===== src/rtl/alu_pkg.sv =====
// Shared ALU control codes and datapath width constants for the execute stage.
package alu_pkg;

    localparam int unsigned DW = 32;
    localparam int unsigned RW = 5;

    typedef enum logic [3:0] {
        ALU_AND = 4'b0000,
        ALU_OR  = 4'b0001,
        ALU_ADD = 4'b0010,
        ALU_MUL = 4'b0011,
        ALU_SUB = 4'b0110,
        ALU_SLT = 4'b0111,
        ALU_SLL = 4'b1000,
        ALU_SRL = 4'b1001
    } alu_ctrl_e;

endpackage


===== src/rtl/operand_fwd_mux.sv =====
// Forwarding compare/select for one source register; MEM beats WB, r0 never forwards.
module operand_fwd_mux #(
    parameter int unsigned DW = 32,
    parameter int unsigned RW = 5
) (
    input  logic [RW-1:0] src_addr,
    input  logic [DW-1:0] held_data,
    input  logic          mem_reg_write,
    input  logic          mem_mem_read,
    input  logic [RW-1:0] mem_dest,
    input  logic [DW-1:0] mem_result,
    input  logic          wb_reg_write,
    input  logic [RW-1:0] wb_dest,
    input  logic [DW-1:0] wb_result,
    output logic [DW-1:0] fwd_data
);

    always_comb begin
        fwd_data = held_data;
        // A load in MEM has no data yet; that case is covered by the load-use bubble.
        if ((src_addr != '0) && mem_reg_write && !mem_mem_read && (mem_dest == src_addr)) begin
            fwd_data = mem_result;
        end else if ((src_addr != '0) && wb_reg_write && (wb_dest == src_addr)) begin
            fwd_data = wb_result;
        end
    end

endmodule


===== src/rtl/ex_operand_stage.sv =====
// ID/EX register feeding the ALU with MEM/WB forwarding and load-use bubbles.
// Optional EX_STALL_CNT_EN adds a saturating stall_cnt output of load-use cycles.
module ex_operand_stage #(
    parameter int unsigned DW = alu_pkg::DW,
    parameter int unsigned RW = alu_pkg::RW
) (
    input  logic          clk,
    input  logic          reset,
    input  logic          id_valid,
    output logic          id_ready,
    input  logic [3:0]    id_alu_control,
    input  logic [RW-1:0] id_rs_addr,
    input  logic [RW-1:0] id_rt_addr,
    input  logic [RW-1:0] id_dest,
    input  logic [DW-1:0] id_rs_data,
    input  logic [DW-1:0] id_rt_data,
    input  logic [DW-1:0] id_imm,
    input  logic [4:0]    id_shamt,
    input  logic          id_use_imm,
    input  logic          id_shift,
    input  logic          id_reg_write,
    input  logic          id_mem_read,
    input  logic          id_mem_write,
    input  logic          flush,
    input  logic          ex_ready,
    output logic          ex_valid,
    output logic [3:0]    ex_alu_control,
    output logic [DW-1:0] ex_scr_a,
    output logic [DW-1:0] ex_scr_b,
    output logic [DW-1:0] ex_store_data,
    output logic [RW-1:0] ex_dest,
    output logic          ex_reg_write,
    output logic          ex_mem_read,
    output logic          ex_mem_write,
    input  logic          mem_reg_write,
    input  logic          mem_mem_read,
    input  logic [RW-1:0] mem_dest,
    input  logic [DW-1:0] mem_result,
    input  logic          wb_reg_write,
    input  logic [RW-1:0] wb_dest,
    input  logic [DW-1:0] wb_result
`ifdef EX_STALL_CNT_EN
    ,
    output logic [15:0]   stall_cnt
`endif
);

    import alu_pkg::*;

    logic          v_q, v_d;
    alu_ctrl_e     alu_control_q, alu_control_d;
    logic [RW-1:0] rs_addr_q, rs_addr_d, rt_addr_q, rt_addr_d, dest_q, dest_d;
    logic [DW-1:0] rs_data_q, rs_data_d, rt_data_q, rt_data_d, imm_q, imm_d;
    logic [4:0]    shamt_q, shamt_d;
    logic          use_imm_q, use_imm_d, shift_q, shift_d;
    logic          reg_write_q, reg_write_d, mem_read_q, mem_read_d, mem_write_q, mem_write_d;

    logic [DW-1:0] fwd_rs, fwd_rt;
    logic          load_use, leaving, accept;

    operand_fwd_mux #(.DW(DW), .RW(RW)) u_fwd_rs (
        .src_addr(rs_addr_q), .held_data(rs_data_q),
        .mem_reg_write(mem_reg_write), .mem_mem_read(mem_mem_read),
        .mem_dest(mem_dest), .mem_result(mem_result),
        .wb_reg_write(wb_reg_write), .wb_dest(wb_dest), .wb_result(wb_result),
        .fwd_data(fwd_rs)
    );

    operand_fwd_mux #(.DW(DW), .RW(RW)) u_fwd_rt (
        .src_addr(rt_addr_q), .held_data(rt_data_q),
        .mem_reg_write(mem_reg_write), .mem_mem_read(mem_mem_read),
        .mem_dest(mem_dest), .mem_result(mem_result),
        .wb_reg_write(wb_reg_write), .wb_dest(wb_dest), .wb_result(wb_result),
        .fwd_data(fwd_rt)
    );

    always_comb begin
        // Shift forms never read rs, so a load into rs must not stall them.
        load_use = v_q & mem_reg_write & mem_mem_read & (mem_dest != '0) &
                   ((!shift_q & (mem_dest == rs_addr_q)) | (mem_dest == rt_addr_q));
        ex_valid = v_q & !load_use;
        leaving  = ex_valid & ex_ready;
        id_ready = !v_q | (ex_ready & !load_use);
        accept   = id_valid & id_ready & !flush;

        ex_alu_control = alu_control_q;
        ex_scr_a       = shift_q ? fwd_rt : fwd_rs;
        ex_scr_b       = shift_q ? {{(DW-5){1'b0}}, shamt_q} : (use_imm_q ? imm_q : fwd_rt);
        ex_store_data  = fwd_rt;
        ex_dest        = dest_q;
        ex_reg_write   = reg_write_q;
        ex_mem_read    = mem_read_q;
        ex_mem_write   = mem_write_q;
    end

    always_comb begin
        v_d           = v_q;
        alu_control_d = alu_control_q;
        rs_addr_d     = rs_addr_q;
        rt_addr_d     = rt_addr_q;
        dest_d        = dest_q;
        rs_data_d     = rs_data_q;
        rt_data_d     = rt_data_q;
        imm_d         = imm_q;
        shamt_d       = shamt_q;
        use_imm_d     = use_imm_q;
        shift_d       = shift_q;
        reg_write_d   = reg_write_q;
        mem_read_d    = mem_read_q;
        mem_write_d   = mem_write_q;
        if (accept) begin
            v_d           = 1'b1;
            alu_control_d = alu_ctrl_e'(id_alu_control);
            rs_addr_d     = id_rs_addr;
            rt_addr_d     = id_rt_addr;
            dest_d        = id_dest;
            rs_data_d     = id_rs_data;
            rt_data_d     = id_rt_data;
            imm_d         = id_imm;
            shamt_d       = id_shamt;
            use_imm_d     = id_use_imm;
            shift_d       = id_shift;
            reg_write_d   = id_reg_write;
            mem_read_d    = id_mem_read;
            mem_write_d   = id_mem_write;
        end else if (leaving) begin
            v_d = 1'b0;
        end else if (v_q) begin
            // Capture forwarded values so a stall outlives the producer's visibility.
            rs_data_d = fwd_rs;
            rt_data_d = fwd_rt;
        end
        if (flush) begin
            v_d = 1'b0;
        end
    end

    always_ff @(posedge clk) begin
        if (reset) begin
            v_q           <= 1'b0;
            alu_control_q <= ALU_AND;
            rs_addr_q     <= '0;
            rt_addr_q     <= '0;
            dest_q        <= '0;
            rs_data_q     <= '0;
            rt_data_q     <= '0;
            imm_q         <= '0;
            shamt_q       <= '0;
            use_imm_q     <= 1'b0;
            shift_q       <= 1'b0;
            reg_write_q   <= 1'b0;
            mem_read_q    <= 1'b0;
            mem_write_q   <= 1'b0;
        end else begin
            v_q           <= v_d;
            alu_control_q <= alu_control_d;
            rs_addr_q     <= rs_addr_d;
            rt_addr_q     <= rt_addr_d;
            dest_q        <= dest_d;
            rs_data_q     <= rs_data_d;
            rt_data_q     <= rt_data_d;
            imm_q         <= imm_d;
            shamt_q       <= shamt_d;
            use_imm_q     <= use_imm_d;
            shift_q       <= shift_d;
            reg_write_q   <= reg_write_d;
            mem_read_q    <= mem_read_d;
            mem_write_q   <= mem_write_d;
        end
    end

`ifdef EX_STALL_CNT_EN
    logic [15:0] stall_cnt_q, stall_cnt_d;

    always_comb begin
        stall_cnt_d = stall_cnt_q;
        if (load_use && (stall_cnt_q != '1)) begin
            stall_cnt_d = stall_cnt_q + 16'd1;
        end
    end

    always_ff @(posedge clk) begin
        if (reset) begin
            stall_cnt_q <= '0;
        end else begin
            stall_cnt_q <= stall_cnt_d;
        end
    end

    assign stall_cnt = stall_cnt_q;
`endif

endmodule


===== config.mk =====
export PLATFORM = sky130hd
export DESIGN_NAME = ex_operand_stage
export DESIGN_NICKNAME = d
export VERILOG_FILES = /design/src/rtl/alu_pkg.sv /design/src/rtl/operand_fwd_mux.sv /design/src/rtl/ex_operand_stage.sv
export SDC_FILE = /design/constraint.sdc
export NUM_CORES = 1
export LEC_CHECK = 0
export CAP_MARGIN = 15
export CORE_MARGIN = 2
export CORE_UTILIZATION = 45
export DETAILED_ROUTE_END_ITERATION = 8
export PLACE_DENSITY_LB_ADDON = 0.2
export RECOVER_POWER = 100
export SLEW_MARGIN = 25
export SYNTH_ARGS = -nofsm -noshare
export SYNTH_HDL_FRONTEND = slang
export SYNTH_SLANG_ARGS = --single-unit

===== constraint.sdc =====
create_clock -name clk -period 2.8 [get_ports clk]
set_input_delay 0.56 -clock clk [delete_from_list [all_inputs] [get_ports clk]]
set_output_delay 0.56 -clock clk [all_outputs]
set_load 0.005 [all_outputs]

==> results.cfg <==
[run_status]
outcome = finished with violations
violations = negative setup slack

[synthesis]
async_flop_share = 0
ys_warn_count = 0
synth_adder_area_share = 0
muxShareOfSynthArea = 0.0771
ys.flop_type = dfxtp_1
yosysTopAreaCellShare = 0.313
synth_top_family_by_area = compound AO/OA/AOI/OAI gates
synth-compound-area-share = 0.282
synth_area_mm2 = 0.00805
yosysTopAreaCell = dfxtp_1
ys_seq_area_frac = 0.313
synthXorXnorAreaFrac = 0.0218
ys_seq_elements = 126
yosys-top-cells-count = dfxtp_1, nand2b_1, nor2_1
yosysMostFrequentCell = dfxtp_1
synth-edff-count = 0
synth.distinct_cells = 43
synth.net_count = 1170
synthTopCellsByArea = dfxtp_1, nand2b_1, a221o_1
yosys.area_share.simple = 0.233
avgSynthCellArea_um2 = 8.36
syn_inst = 963

[sta]
finalCritPeriodShare = 1.20
fin_crit_ns = 3.35
worstMarginPinSlew_ns = 0.997
setup_slack_ns = -0.554
clock-skew-final_ns = 0.0102
hold_viol = 0
setup-violations-final = 119
max_freq_mhz = 298
timing.hold.ws_ns = 0.474
slew_headroom = 0.334
maxSlewViolCount = 0
fin_tns_setup_ns = -32.83
rsz0062_at_grt = true

[floorplan]
die-width_um = 138
initial_utilization = 0.462
fp.dieH_um = 138
std_cell_rows = 48
core-area_mm2 = 0.0174
pin_count = 317
dieArea_mm2 = 0.0190

[critical_path]
cp-start-kind = flop
r2r_start = rs_addr_q[0]$_SDFFE_PP0P_
critPathCaptureType = output pin
rrSetupSlack_ns = -0.26
cp_max_fo = 7
cp-endpoint = ex_scr_a[6]
ff2ff_path_depth = 10
critical_path_class = reg2out
arrival_ns = 2.79
cp-startpoint = rs_addr_q[0]$_SDFFE_PP0P_
cp.required_ns = 2.24
r2r-end = rs_data_q[11]$_SDFFE_PP0P_

[place]
gp_congestion = 0.861
placedInstanceArea_mm2 = 0.0121
port_buffers = 316
place_inst = 1514
dp_hpwl_um = 21000
pre_cts_ws_ns = -1.08

[global_route]
grt_pass1_wl_um = 58700
grt_pass1_vias = 10600
grtUsageTotal = 0.409
antenna_found_initial = 2
grt_max_degree = 78
overflow = 0

[route]
drt-initial-drc-count = 1384
routed_wirelength_um = 44100
drt-vias-per-instance = 6.54
vias = 11000
final_antenna_net_count = 0
first_pass_iters = 6
wl_per_cell_um = 26.1
drc = 0

[pwr]
power_mw = 5.88
peakVddDrop_v = 0.000465
p_leak_nw = 6.52
p_per_area_mw_per_mm2 = 383

[finish]
final_nets = 1654
finish.utilization = 0.881
fin_cells = 1686
layout-drive-gt1-share = 0.374
area_growth_pct = 90.6
fin_area_mm2 = 0.0153

[clock_tree]
path_clk_slew_ns = 0.06
htreeDepth = 4
cts-root-buf = clkbuf_16
clk_latency_ns = 0.45
cts_tree = built
cts_hold_buf = 0
cts_max_path_buffers = 2
cts_sinks = 126
numCtsBuffers = 17

[min_path]
hp-class = reg2reg
worstHoldStart = ex_dest[3]$_SDFFE_PP0P_

[run]
drv_cap = 0
-- flip-flops by register name, summed over array words and instances (netlist names) --
name	count
rt_data_q	32
use_imm_q	1
ex_mem_write	1
ex_alu_control	4
shift_q	1
rs_data_q	32
rs_addr_q	5
ex_mem_read	1
shamt_q	5
ex_dest	5
rt_addr_q	5
imm_q	32
v_q	1
ex_reg_write	1
-- area by class of cell --
type / instances / area (um2)
multi-input cells: 706 / 6250
repair buffers: 559 / 5530
flip-flops and latches: 126 / 2540
fillers: 817 / 2070
clock buffers: 26 / 499
well taps: 225 / 282
inverters: 37 / 139
clock inverters: 6 / 105
diodes: 1 / 2.50
-- worst max-delay path, cell delays in order, from the launching register on --
cell and delay, ns:
dfxtp_2 0.33, or4_4 0.56, buf_6 0.14, o211ai_4 0.25, buf_12 0.15, buf_12 0.11
buf_16 0.12, buf_6 0.11, o211a_1 0.20, nor3_2 0.05, a21o_1 0.19, buf_2 0.13
-- how the worst min path moves through the flow --
stage | end | cells after the start
4_1_cts | imm_q[4]$_SDFFE_PP0P_ | 2
6_report | ex_dest[3]$_SDFFE_PP0P_ | 2
3_3_place_gp | ex_mem_read$_SDFFE_PP0P_ | 2
3_5_place_dp | imm_q[4]$_SDFFE_PP0P_ | 2
2_1_floorplan | imm_q[10]$_SDFFE_PP0P_ | 2
5_1_grt | imm_q[21]$_SDFFE_PP0P_ | 2
-- routing by layer --
layer | GRT usage | vias to the layer above | share of wire
met5 | 0 | - | 0.00025
met4 | 0.245 | 2 | 0.073
met3 | 0.122 | 307 | 0.11
met2 | 0.680 | 992 | 0.47
met1 | 0.463 | 5216 | 0.35
li1 | - | 4507 | -
-- cell families (layout without fill, tap and decap cells) --
kind of cell,after synthesis,count (layout)
simple gates,350,350
compound gates,274,274
buf+inv,131,628
flops,126,126
mux,62,62
xor+xnor,20,20
other cells,0,1
-- placed cells by master, fill, tap and decap left out, types with 5 or more instances in the layout --
master	synthesis	routed
nor3_2	0	32
xnor2_2	0	5
buf_6	6	110
nand2_4	0	9
clkbuf_4	0	5
xor2_1	11	7
a31oi_1	36	7
nor2_2	0	7
mux2i_1	62	61
a31oi_4	0	29
buf_8	0	11
buf_16	0	8
clkdlybuf4s50_1	0	192
a22o_1	32	32
nor2_4	0	40
o211a_1	32	28
dfxtp_1	126	118
dlygate4sd2_1	0	7
a2111oi_0	32	31
inv_1	37	37
clkbuf_1	63	6
nand2_2	0	5
nand2_1	65	51
nand2b_1	124	122
buf_12	0	28
a21o_1	32	31
nor2_1	72	25
clkbuf_16	0	17
buf_4	10	104
a221o_1	64	64
clkbuf_2	0	34
o21ai_1	30	30
nor3b_1	32	32
dlygate4sd3_1	0	12
buf_2	13	45
dfxtp_2	0	5
-- power breakdown --
part,internal [mW],switching [mW],total (mW)
clock network,1.49,0.900,2.39
logic,0.827,0.694,1.52
registers,1.89,0.0733,1.96
total,4.21,1.67,5.88
-- timing repair --
item | in CTS | in global routing
cloned | 14 | 0
pin swaps | 47 | 72
setup buffers | 68 | 77
resized for setup | 504 | 291
endpoints found under the setup margin | 178 | 115
Note: power is estimated with default switching activity, not from simulation.
